[src/rtl/jts16_obj_draw_pkg.sv]
// Shared definitions for the System 16 object line-draw engine:
// state encodings, special nibble values and line-buffer word layout.
package jts16_obj_draw_pkg;

  typedef enum logic [1:0] {
    ST_IDLE  = 2'd0,
    ST_FETCH = 2'd1,
    ST_DRAW  = 2'd2
  } draw_state_e;

  localparam logic [3:0] NIB_END   = 4'hF;
  localparam logic [3:0] NIB_TRANS = 4'h0;

  localparam int BUF_PRIO_LSB = 10;
  localparam int BUF_PAL_LSB  = 4;
  localparam int BUF_PIX_LSB  = 0;

  // idx counts pixels in draw order; flip walks the word from its low nibble up
  function automatic logic [3:0] pick_nibble(input logic [15:0] word,
                                             input logic [1:0]  idx,
                                             input logic        flip);
    logic [1:0] pos;
    pos = flip ? idx : (2'd3 - idx);
    return word[{pos, 2'b00} +: 4];
  endfunction

  function automatic logic [11:0] pack_buf(input logic [1:0] prio,
                                           input logic [5:0] pal,
                                           input logic [3:0] pix);
    logic [11:0] w;
    w = '0;
    w[BUF_PRIO_LSB +: 2] = prio;
    w[BUF_PAL_LSB  +: 6] = pal;
    w[BUF_PIX_LSB  +: 4] = pix;
    return w;
  endfunction

endpackage

[src/rtl/jts16_obj_draw.sv]
// Object line-draw engine: fetches 4bpp ROM words for one sprite line and
// writes opaque pixels (with flip and S16B zoom) into the object line buffer.
module jts16_obj_draw
  import jts16_obj_draw_pkg::*;
#(
  parameter int         MODEL    = 0,
  parameter logic [8:0] X_OFFSET = 9'd0,
  parameter logic [9:0] MAX_PXL  = 10'd512
) (
  input  logic        rst,
  input  logic        clk,

  input  logic        dr_start,
  output logic        dr_busy,
  input  logic [8:0]  dr_xpos,
  input  logic [15:0] dr_offset,
  input  logic [3:0]  dr_bank,
  input  logic [1:0]  dr_prio,
  input  logic [5:0]  dr_pal,
  input  logic [4:0]  dr_zoom,
  input  logic        dr_hflipb,

  output logic [18:0] rom_addr,
  output logic        rom_cs,
  input  logic        rom_ok,
  input  logic [15:0] rom_data,

  output logic [8:0]  buf_addr,
  output logic [11:0] buf_data,
  output logic        buf_we,

  output logic [1:0]  dbg_state
);

  // Handshakes: dr_start is taken only in a cycle where dr_busy=0, and the
  // command fields are captured in that same cycle. rom_ok is honoured only
  // in FETCH and never in the first FETCH cycle after rom_addr moves, since
  // the ROM controller may still be holding ok for the previous address.

  localparam logic IS_S16B = (MODEL == 1);

  draw_state_e state_q, state_d;

  logic [8:0]  x_q,        x_d;
  logic [14:0] off_q,      off_d;
  logic        flip_q,     flip_d;
  logic [3:0]  bank_q,     bank_d;
  logic [1:0]  prio_q,     prio_d;
  logic [5:0]  pal_q,      pal_d;
  logic [4:0]  zoom_q,     zoom_d;
  logic        hflipb_q,   hflipb_d;
  logic [4:0]  acc_q,      acc_d;
  logic [9:0]  cnt_q,      cnt_d;
  logic [15:0] word_q,     word_d;
  logic [1:0]  nib_q,      nib_d;
  logic        first_q,    first_d;
  logic        buf_we_q,   buf_we_d;
  logic [8:0]  buf_addr_q, buf_addr_d;
  logic [11:0] buf_data_q, buf_data_d;

  logic [3:0]  nib;
  logic        is_end;
  logic [5:0]  zsum;
  logic        skip;
  logic [9:0]  cnt_inc;
  logic        hit_max;
  logic        last_nib;
  logic        fetch_ok;
  logic        step_back;

  assign nib       = pick_nibble(word_q, nib_q, flip_q);
  assign is_end    = (nib == NIB_END);
  assign zsum      = {1'b0, acc_q} + {1'b0, zoom_q};
  assign skip      = IS_S16B && zsum[5];
  assign cnt_inc   = cnt_q + 10'd1;
  assign hit_max   = (cnt_inc == MAX_PXL);
  assign last_nib  = (nib_q == 2'd3);
  assign fetch_ok  = (state_q == ST_FETCH) && !first_q && rom_ok;
  assign step_back = IS_S16B && hflipb_q;

  always_ff @(posedge clk) begin
    if (rst) state_q <= ST_IDLE;
    else     state_q <= state_d;
  end

  always_comb begin
    state_d = state_q;
    unique case (state_q)
      ST_IDLE:  if (dr_start) state_d = ST_FETCH;
      ST_FETCH: if (fetch_ok) state_d = ST_DRAW;
      ST_DRAW: begin
        if (is_end || hit_max) state_d = ST_IDLE;
        else if (last_nib)     state_d = ST_FETCH;
      end
      default: state_d = ST_IDLE;
    endcase
  end

  always_comb begin
    dr_busy   = (state_q != ST_IDLE);
    rom_cs    = (state_q == ST_FETCH);
    rom_addr  = {bank_q, off_q};
    buf_we    = buf_we_q;
    buf_addr  = buf_addr_q;
    buf_data  = buf_data_q;
    dbg_state = state_q;
  end

  always_comb begin
    x_d        = x_q;
    off_d      = off_q;
    flip_d     = flip_q;
    bank_d     = bank_q;
    prio_d     = prio_q;
    pal_d      = pal_q;
    zoom_d     = zoom_q;
    hflipb_d   = hflipb_q;
    acc_d      = acc_q;
    cnt_d      = cnt_q;
    word_d     = word_q;
    nib_d      = nib_q;
    first_d    = first_q;
    buf_we_d   = 1'b0;
    buf_addr_d = buf_addr_q;
    buf_data_d = buf_data_q;
    unique case (state_q)
      ST_IDLE: begin
        if (dr_start) begin
          x_d      = dr_xpos + X_OFFSET;
          off_d    = dr_offset[14:0];
          flip_d   = dr_offset[15];
          bank_d   = dr_bank;
          prio_d   = dr_prio;
          pal_d    = dr_pal;
          zoom_d   = dr_zoom;
          hflipb_d = dr_hflipb;
          acc_d    = 5'd0;
          cnt_d    = 10'd0;
          first_d  = 1'b1;
        end
      end
      ST_FETCH: begin
        first_d = 1'b0;
        if (fetch_ok) begin
          word_d = rom_data;
          nib_d  = 2'd0;
        end
      end
      ST_DRAW: begin
        if (!is_end) begin
          cnt_d = cnt_inc;
          nib_d = nib_q + 2'd1;
          if (IS_S16B) acc_d = zsum[4:0];
          // a zoom carry drops the source pixel without advancing the column
          if (!skip) begin
            if (nib != NIB_TRANS) begin
              buf_we_d   = 1'b1;
              buf_addr_d = x_q;
              buf_data_d = pack_buf(prio_q, pal_q, nib);
            end
            x_d = step_back ? (x_q - 9'd1) : (x_q + 9'd1);
          end
          if (last_nib && !hit_max) begin
            off_d   = flip_q ? (off_q - 15'd1) : (off_q + 15'd1);
            first_d = 1'b1;
          end
        end
      end
      default: ;
    endcase
  end

  always_ff @(posedge clk) begin
    if (rst) begin
      x_q        <= '0;
      off_q      <= '0;
      flip_q     <= 1'b0;
      bank_q     <= '0;
      prio_q     <= '0;
      pal_q      <= '0;
      zoom_q     <= '0;
      hflipb_q   <= 1'b0;
      acc_q      <= '0;
      cnt_q      <= '0;
      word_q     <= '0;
      nib_q      <= '0;
      first_q    <= 1'b0;
      buf_we_q   <= 1'b0;
      buf_addr_q <= '0;
      buf_data_q <= '0;
    end else begin
      x_q        <= x_d;
      off_q      <= off_d;
      flip_q     <= flip_d;
      bank_q     <= bank_d;
      prio_q     <= prio_d;
      pal_q      <= pal_d;
      zoom_q     <= zoom_d;
      hflipb_q   <= hflipb_d;
      acc_q      <= acc_d;
      cnt_q      <= cnt_d;
      word_q     <= word_d;
      nib_q      <= nib_d;
      first_q    <= first_d;
      buf_we_q   <= buf_we_d;
      buf_addr_q <= buf_addr_d;
      buf_data_q <= buf_data_d;
    end
  end

endmodule

[config.mk]
export PLATFORM = sky130hd
export DESIGN_NAME = jts16_obj_draw
export DESIGN_NICKNAME = d
export VERILOG_FILES = /design/src/rtl/jts16_obj_draw_pkg.sv /design/src/rtl/jts16_obj_draw.sv
export SDC_FILE = /design/constraint.sdc
export NUM_CORES = 1
export LEC_CHECK = 0
export CAP_MARGIN = 20
export CORE_MARGIN = 4
export CORE_UTILIZATION = 45
export DETAILED_ROUTE_END_ITERATION = 8
export DONT_BUFFER_PORTS = 1
export HOLD_SLACK_MARGIN = 0.05
export PLACE_DENSITY = 0.61
export SYNTH_ARGS = -nofsm -noshare
export SYNTH_HDL_FRONTEND = slang
export SYNTH_SLANG_ARGS = --single-unit
export TNS_END_PERCENT = 50
[constraint.sdc]
create_clock -name clk -period 3.8 [get_ports clk]
set_input_delay 0.76 -clock clk [delete_from_list [all_inputs] [get_ports clk]]
set_output_delay 0.76 -clock clk [all_outputs]
set_load 0.05 [all_outputs]
==> results of run 1 <==
==> worst max-delay path, delay by kind of cell (launching register included) <==
family          cells  cell delay (ns)
compound gates      3             1.28
flops               1             0.65
mux                 2             0.93
simple gates        1             0.11
==> routing by layer <==
layer,vias up,share of wire
met3,11,0.070
met5,-,0
met2,85,0.45
met1,1930,0.46
met4,0,0.015
li1,2037,-
==> Yosys cell counts (2+ instances only) <==
cell type / n
a211oi_1: 7
a21o_1: 6
a21oi_1: 58
a22o_1: 5
a22oi_1: 4
a2bb2oi_1: 2
a311oi_1: 5
a311oi_2: 4
a31o_2: 2
a31oi_1: 16
and2_1: 6
and3_1: 11
and4_1: 3
buf_2: 4
buf_4: 4
clkbuf_1: 26
dfxtp_1: 90
ha_1: 16
inv_1: 8
mux2_2: 4
mux2i_1: 20
mux4_2: 8
nand2_1: 96
nand3_1: 13
nand3b_1: 2
nand4_1: 5
nor2_1: 62
nor2b_1: 2
nor3_1: 6
nor3b_1: 2
o211ai_1: 4
o21ai_0: 25
o221ai_1: 2
o31ai_1: 4
o41ai_1: 2
or2_2: 2
or3_1: 6
xnor2_1: 6
==> how the worst max path moves through the flow <==
stage / to / slack [ns] / cells past startpoint
detailed placement: off_q[7]$_SDFFE_PP0P_ / 0.70 / 6
CTS: off_q[7]$_SDFFE_PP0P_ / 0.69 / 6
floorplan: off_q[4]$_SDFFE_PP0P_ / 1.01 / 8
global placement: off_q[7]$_SDFFE_PP0P_ / 0.79 / 6
finish: off_q[4]$_SDFFE_PP0P_ / 0.72 / 6
global route: off_q[5]$_SDFFE_PP0P_ / 0.46 / 6
==> area by class of cell <==
class                           count  share of cell area
Tap cell                          136             0.03340
Multi-Input combinational cell    438              0.5464
Inverter                            8            0.005894
Sequential cell                    90              0.3536
Clock buffer                       10             0.02701
Timing Repair Buffer                7             0.01031
Clock inverter                      6             0.02333
==> metrics by stage <==
stage | setup WS [ns] | cell area (sq um) | cells
floorplan | 1.012 | 4761 | 570
global placement | 0.7868 | 4838 | 679
detailed placement | 0.7046 | 4838 | 679
CTS | 0.6875 | 5095 | 695
global route | 0.4619 | 5095 | 695
finish | 0.7211 | 5095 | 695
==> registers in the layout, summed over array words and instances (netlist names) <==
name and count:
word_q 16, off_q 15, buf_data 12, cnt_q 10, buf_addr 9, x_q 9
pal_q 6, bank_q 4, dbg_state 2, nib_q 2, prio_q 2, buf_we 1
first_q 1, flip_q 1
==> power by group through the flow <==
stage | clock network [mW] | logic [mW] | registers (mW)
2_1_floorplan | 0 | 0.308 | 1.15
3_3_place_gp | 0 | 0.347 | 1.17
3_5_place_dp | 0 | 0.358 | 1.17
4_1_cts | 0.848 | 0.359 | 1.15
5_1_grt | 0.887 | 0.406 | 1.16
6_report | 0.825 | 0.358 | 1.15
==> cells by family (layout without fill, tap and decap cells) <==
logic type	after synthesis	in the layout
AO/OA/AOI/OAI	161	161
XOR/XNOR	7	7
adder cells (fa/ha/maj)	17	17
buffers and inverters	42	31
flip-flops	90	90
multiplexers	32	32
AND/OR/NAND/NOR	221	221
==> results.ini, run 1 <==
[cts]
post_cts_buffers=0
insertion_delay_ns=0.36
clock-root-buffer=clkbuf_8
cts_max_path_buffers=2
path_clk_slew_ns=0.09
cts_sinks=90
cts_made_buffers=9
tritoncts=done
cts.hold.buffers_added=0
post_cts_resized=0
cts-htree-levels=3

[sta]
min_period_ns=3.079
drv_slew=0
setup_viol=0
clock_skew_ns=0.01622
max_freq_mhz=324.8
setup_tns_ns=0
whs_ns=0.4571
worst_pin_slew_ns=0.7697
period_share=0.8102
hold_viol_final=0
grt_setup_unrepaired=false
slew-limit-headroom=0.4869

[worst_setup_path]
crit_start=flip_q$_SDFFE_PP0P_
worstPathArrival_ns=3.36
cp-start-kind=flip-flop
cp.required_ns=4.08
max_stage_delay_ns=0.65
path_cells=mux4_2 > mux2_2 > a41oi_4 > o221a_2 > nor2_1 > a311oi_2
worst_r2r_path_depth=6
r2r-start=flip_q$_SDFFE_PP0P_
r2r_end=off_q[4]$_SDFFE_PP0P_
slowest_stage=dfxtp_1
cp-end-kind=flip-flop
crit_type=flip-flop to flip-flop
reg2reg_slack_ns=0.72
path_max_fanout=21

[final_layout]
n_antenna_cell=0
nNetsFinal=634
multiInputGateArea_sq_um=2784
final_cell_mix=nand2_1, dfxtp_1, nor2_1, a21oi_1, o21ai_0
area_growth_pct=7.017
drive_above_1_share=0.08587
postLayoutCoreUtil=0.4935
fillers=973
final_common_cell=nand2_1
regArea_sq_um=1802

[place]
hpwl_mm=7.897
place.gp.congestion=0.7804
port_buffers=0

[job]
cap_violations=0

[floorplan]
die_area_sq_um=12290
initial_core_util=0.4612
die_h_microns=110.9
row_count=37
ios=108
core_region_area_sq_um=10320
die_x_microns=110.9

[yosys]
synth_top_family_by_area=compound AO/OA/AOI/OAI gates
yosysTopAreaCell=dfxtp_1
yosysSeqAreaShare=0.3784
synthFlopType=dfxtp_1
syn_nets=650
synth-edff-count=0
ys_ff_latch=90
syn_area_per_cell_sq_um=8.352
synth-simple-area-share=0.2063
ys_warn_count=0
synth_adder_area_share=0.04625
syn_area_sq_um=4761
syn-instance-count=570
synth-compound-area-share=0.2294
synth_xor_area_frac=0.01288
synthTopCellsByArea=dfxtp_1, nand2_1, a21oi_1, nor2_1, ha_1
muxShareOfSynthArea=0.08936
synth.distinct_cells=60
synth_top_area_share=0.3784
async_reset_ff_frac=0

[route]
firstDrtPassIters=4
vias=4063
drt_wl_total_mm=11.65
routed_via_density=5.846
drc=0
drtIter0Drc=177
wl_per_cell_microns=16.76
postRouteAntennaNets=0

[power]
finalPower_mw=2.331
vdd_drop_max_mv=0.2717
leakage_nw=2.060
combPwrFrac=0.153
p_clk_frac=0.354
switching_share=0.3135
seq_power_share=0.493
p_int_mw=1.601
power.switching_uw=730.8
power_density_nw_per_um2=457.6

[global_route]
met1_usage=0.2481
grt_pass1_vias=3992
grt_use_met3=0.06114
grt_max_degree=85
overflow=0
antenna_found_initial=0
grt-busiest-layer=met2
grt_usage=0.1921
grt_first_pass_wirelength_mm=19.87
grt_util_met2=0.3062

[min_path]
hold_depth=2
hold_path_class=flip-flop to flip-flop
min_delay_worst_endpoint=pal_q[1]$_SDFFE_PP0P_
hp-start=pal_q[1]$_SDFFE_PP0P_

[outcome]
status=completed

No activity file was read; power rests on OpenSTA's default activity.
==> inputs of run 2 (changes only) <==
==> constraint.sdc (replaced) <==
create_clock -name clk -period 2.95 [get_ports clk]
set_input_delay 0.59 -clock clk [delete_from_list [all_inputs] [get_ports clk]]
set_output_delay 0.59 -clock clk [all_outputs]
set_load 0.05 [all_outputs]
==> results.ini, run 2 (synthesis results as in run 1) <==
[route]
wl_per_cell_microns=16.63
routed_via_density=5.902
drc=0
postRouteAntennaNets=0
drt_wl_total_mm=11.89
drtIter0Drc=255
firstDrtPassIters=4
vias=4220

[worst_setup_path]
cp-start-kind=flip-flop
crit_start=flip_q$_SDFFE_PP0P_
cp-end-kind=flip-flop
slowest_stage=dfxtp_2
crit_type=flip-flop to flip-flop
cp_top_family=compound AO/OA/AOI/OAI gates
path_max_fanout=16
path_cells=buf_4 > ha_1 > and3_1 > a221o_1 > a211oi_1 > nor3b_1 > o41ai_1 > o21ai_0
r2r-start=flip_q$_SDFFE_PP0P_
max_stage_delay_ns=0.48
cp.required_ns=3.19
crit_buf_inv=1
worstPathArrival_ns=2.94

[final_layout]
n_antenna_cell=0
multiInputGateArea_sq_um=2784
nNetsFinal=654
regArea_sq_um=1803
regMostFlops=word_q
fillers=982
postLayoutCoreUtil=0.5022
area_growth_pct=8.909
layout.cells.non_filler=715
largest_reg_flops=16
drive_above_1_share=0.1157
final_common_cell=nand2_1
final_cell_mix=nand2_1, dfxtp_1, nor2_1, a21oi_1

[sta]
whs_ns=0.2864
hold_viol_final=0
grt_setup_unrepaired=false
slew-limit-headroom=0.5123
clock_skew_ns=0.01249
period_share=0.9137
setup_tns_ns=0
max_freq_mhz=371.0
drv_slew=0
min_period_ns=2.695
worst_pin_slew_ns=0.7308
setup_ws_ns=0.2546
setup_viol=0

[floorplan]
die_area_sq_um=12290
die_h_microns=110.9
row_count=37
core_region_area_sq_um=10320
ios=108
initial_core_util=0.4612
die_x_microns=110.9

[place]
port_buffers=0
place.gp.congestion=0.8317
dp.cells=699
hpwl_mm=8.353
preCtsSetupSlack_ns=0.07242

[outcome]
status=completed

[power]
leakage_nw=2.131
power_density_nw_per_um2=531.7
vdd_drop_max_mv=0.4510

[cts]
cts_max_path_buffers=2
cts.hold.buffers_added=0
path_clk_slew_ns=0.09
cts_made_buffers=9
cts_sinks=90
clock-root-buffer=clkbuf_8
tritoncts=done
post_cts_buffers=0
insertion_delay_ns=0.36
cts-htree-levels=3

[global_route]
grt_usage=0.1891
antenna_found_initial=0
grt_pass1_vias=4029
grt_first_pass_wirelength_mm=19.64
grt_max_degree=85
overflow=0

[min_path]
hp-start=rst
hold_path_class=input pin to flip-flop

[job]
cap_violations=0

-- run 2: cell count changes in the layout (fill, tap and decap cells not counted), moves of 2 or more --
| cell | delta |
|---|---|
| buf_12 | +2 |
| bufinv_16 | -3 |
| clkbuf_1 | +2 |
| buf_4 | +18 |
-- run 2: final timing paths --
check / end / slack [ns] / cells after the start
min: off_q[5]$_SDFFE_PP0P_ / 0.29 / 1
max: off_q[14]$_SDFFE_PP0P_ / 0.25 / 8
max reg2reg: off_q[14]$_SDFFE_PP0P_ / 0.25 / 8
min reg2reg: pal_q[2]$_SDFFE_PP0P_ / 0.46 / 2
-- run 2: routing by layer --
layer	wire, microns	share of wire	global-route usage
met1	5156	0.43	0.2329
met2	5747	0.48	0.3200
met3	909	0.076	0.06332
met4	74	0.0062	0.04433
met5	0	0	0
-- run 2: worst reg2reg max path: stages, from the launching register on --
cell      delay [ns]
dfxtp_2         0.48
buf_4           0.29
ha_1            0.32
and3_1          0.20
a221o_1         0.34
a211oi_1        0.42
nor3b_1         0.12
o41ai_1         0.28
o21ai_0         0.13
-- run 2: stage by stage --
stage	total power, mW	area, sq um
6_report	2.757	5185
3_5_place_dp	2.023	5014
4_1_cts	2.790	5184
3_3_place_gp	2.005	5014
5_1_grt	2.913	5185
2_1_floorplan	1.883	4761
-- run 2: area by class of cell --
cell class	instances	share of cell area
Sequential cell	90	0.3477
Tap cell	136	0.03282
Clock inverter	5	0.007481
Multi-Input combinational cell	438	0.5369
Clock buffer	11	0.02534
Inverter	8	0.005792
Timing Repair Buffer	27	0.04392
-- run 2: power breakdown --
part | internal [mW] | total (mW) | switching [mW]
registers | 1.28 | 1.39 | 0.105
logic | 0.221 | 0.604 | 0.383
clock network | 0.313 | 0.762 | 0.449
-- run 2: what timing repair did --
| item | CTS | global route |
|---|---|---|
| endpoints found under the hold margin | 0 | 0 |
| setup endpoints to repair | 0 | 22 |
| gates resized for setup | 0 | 1 |
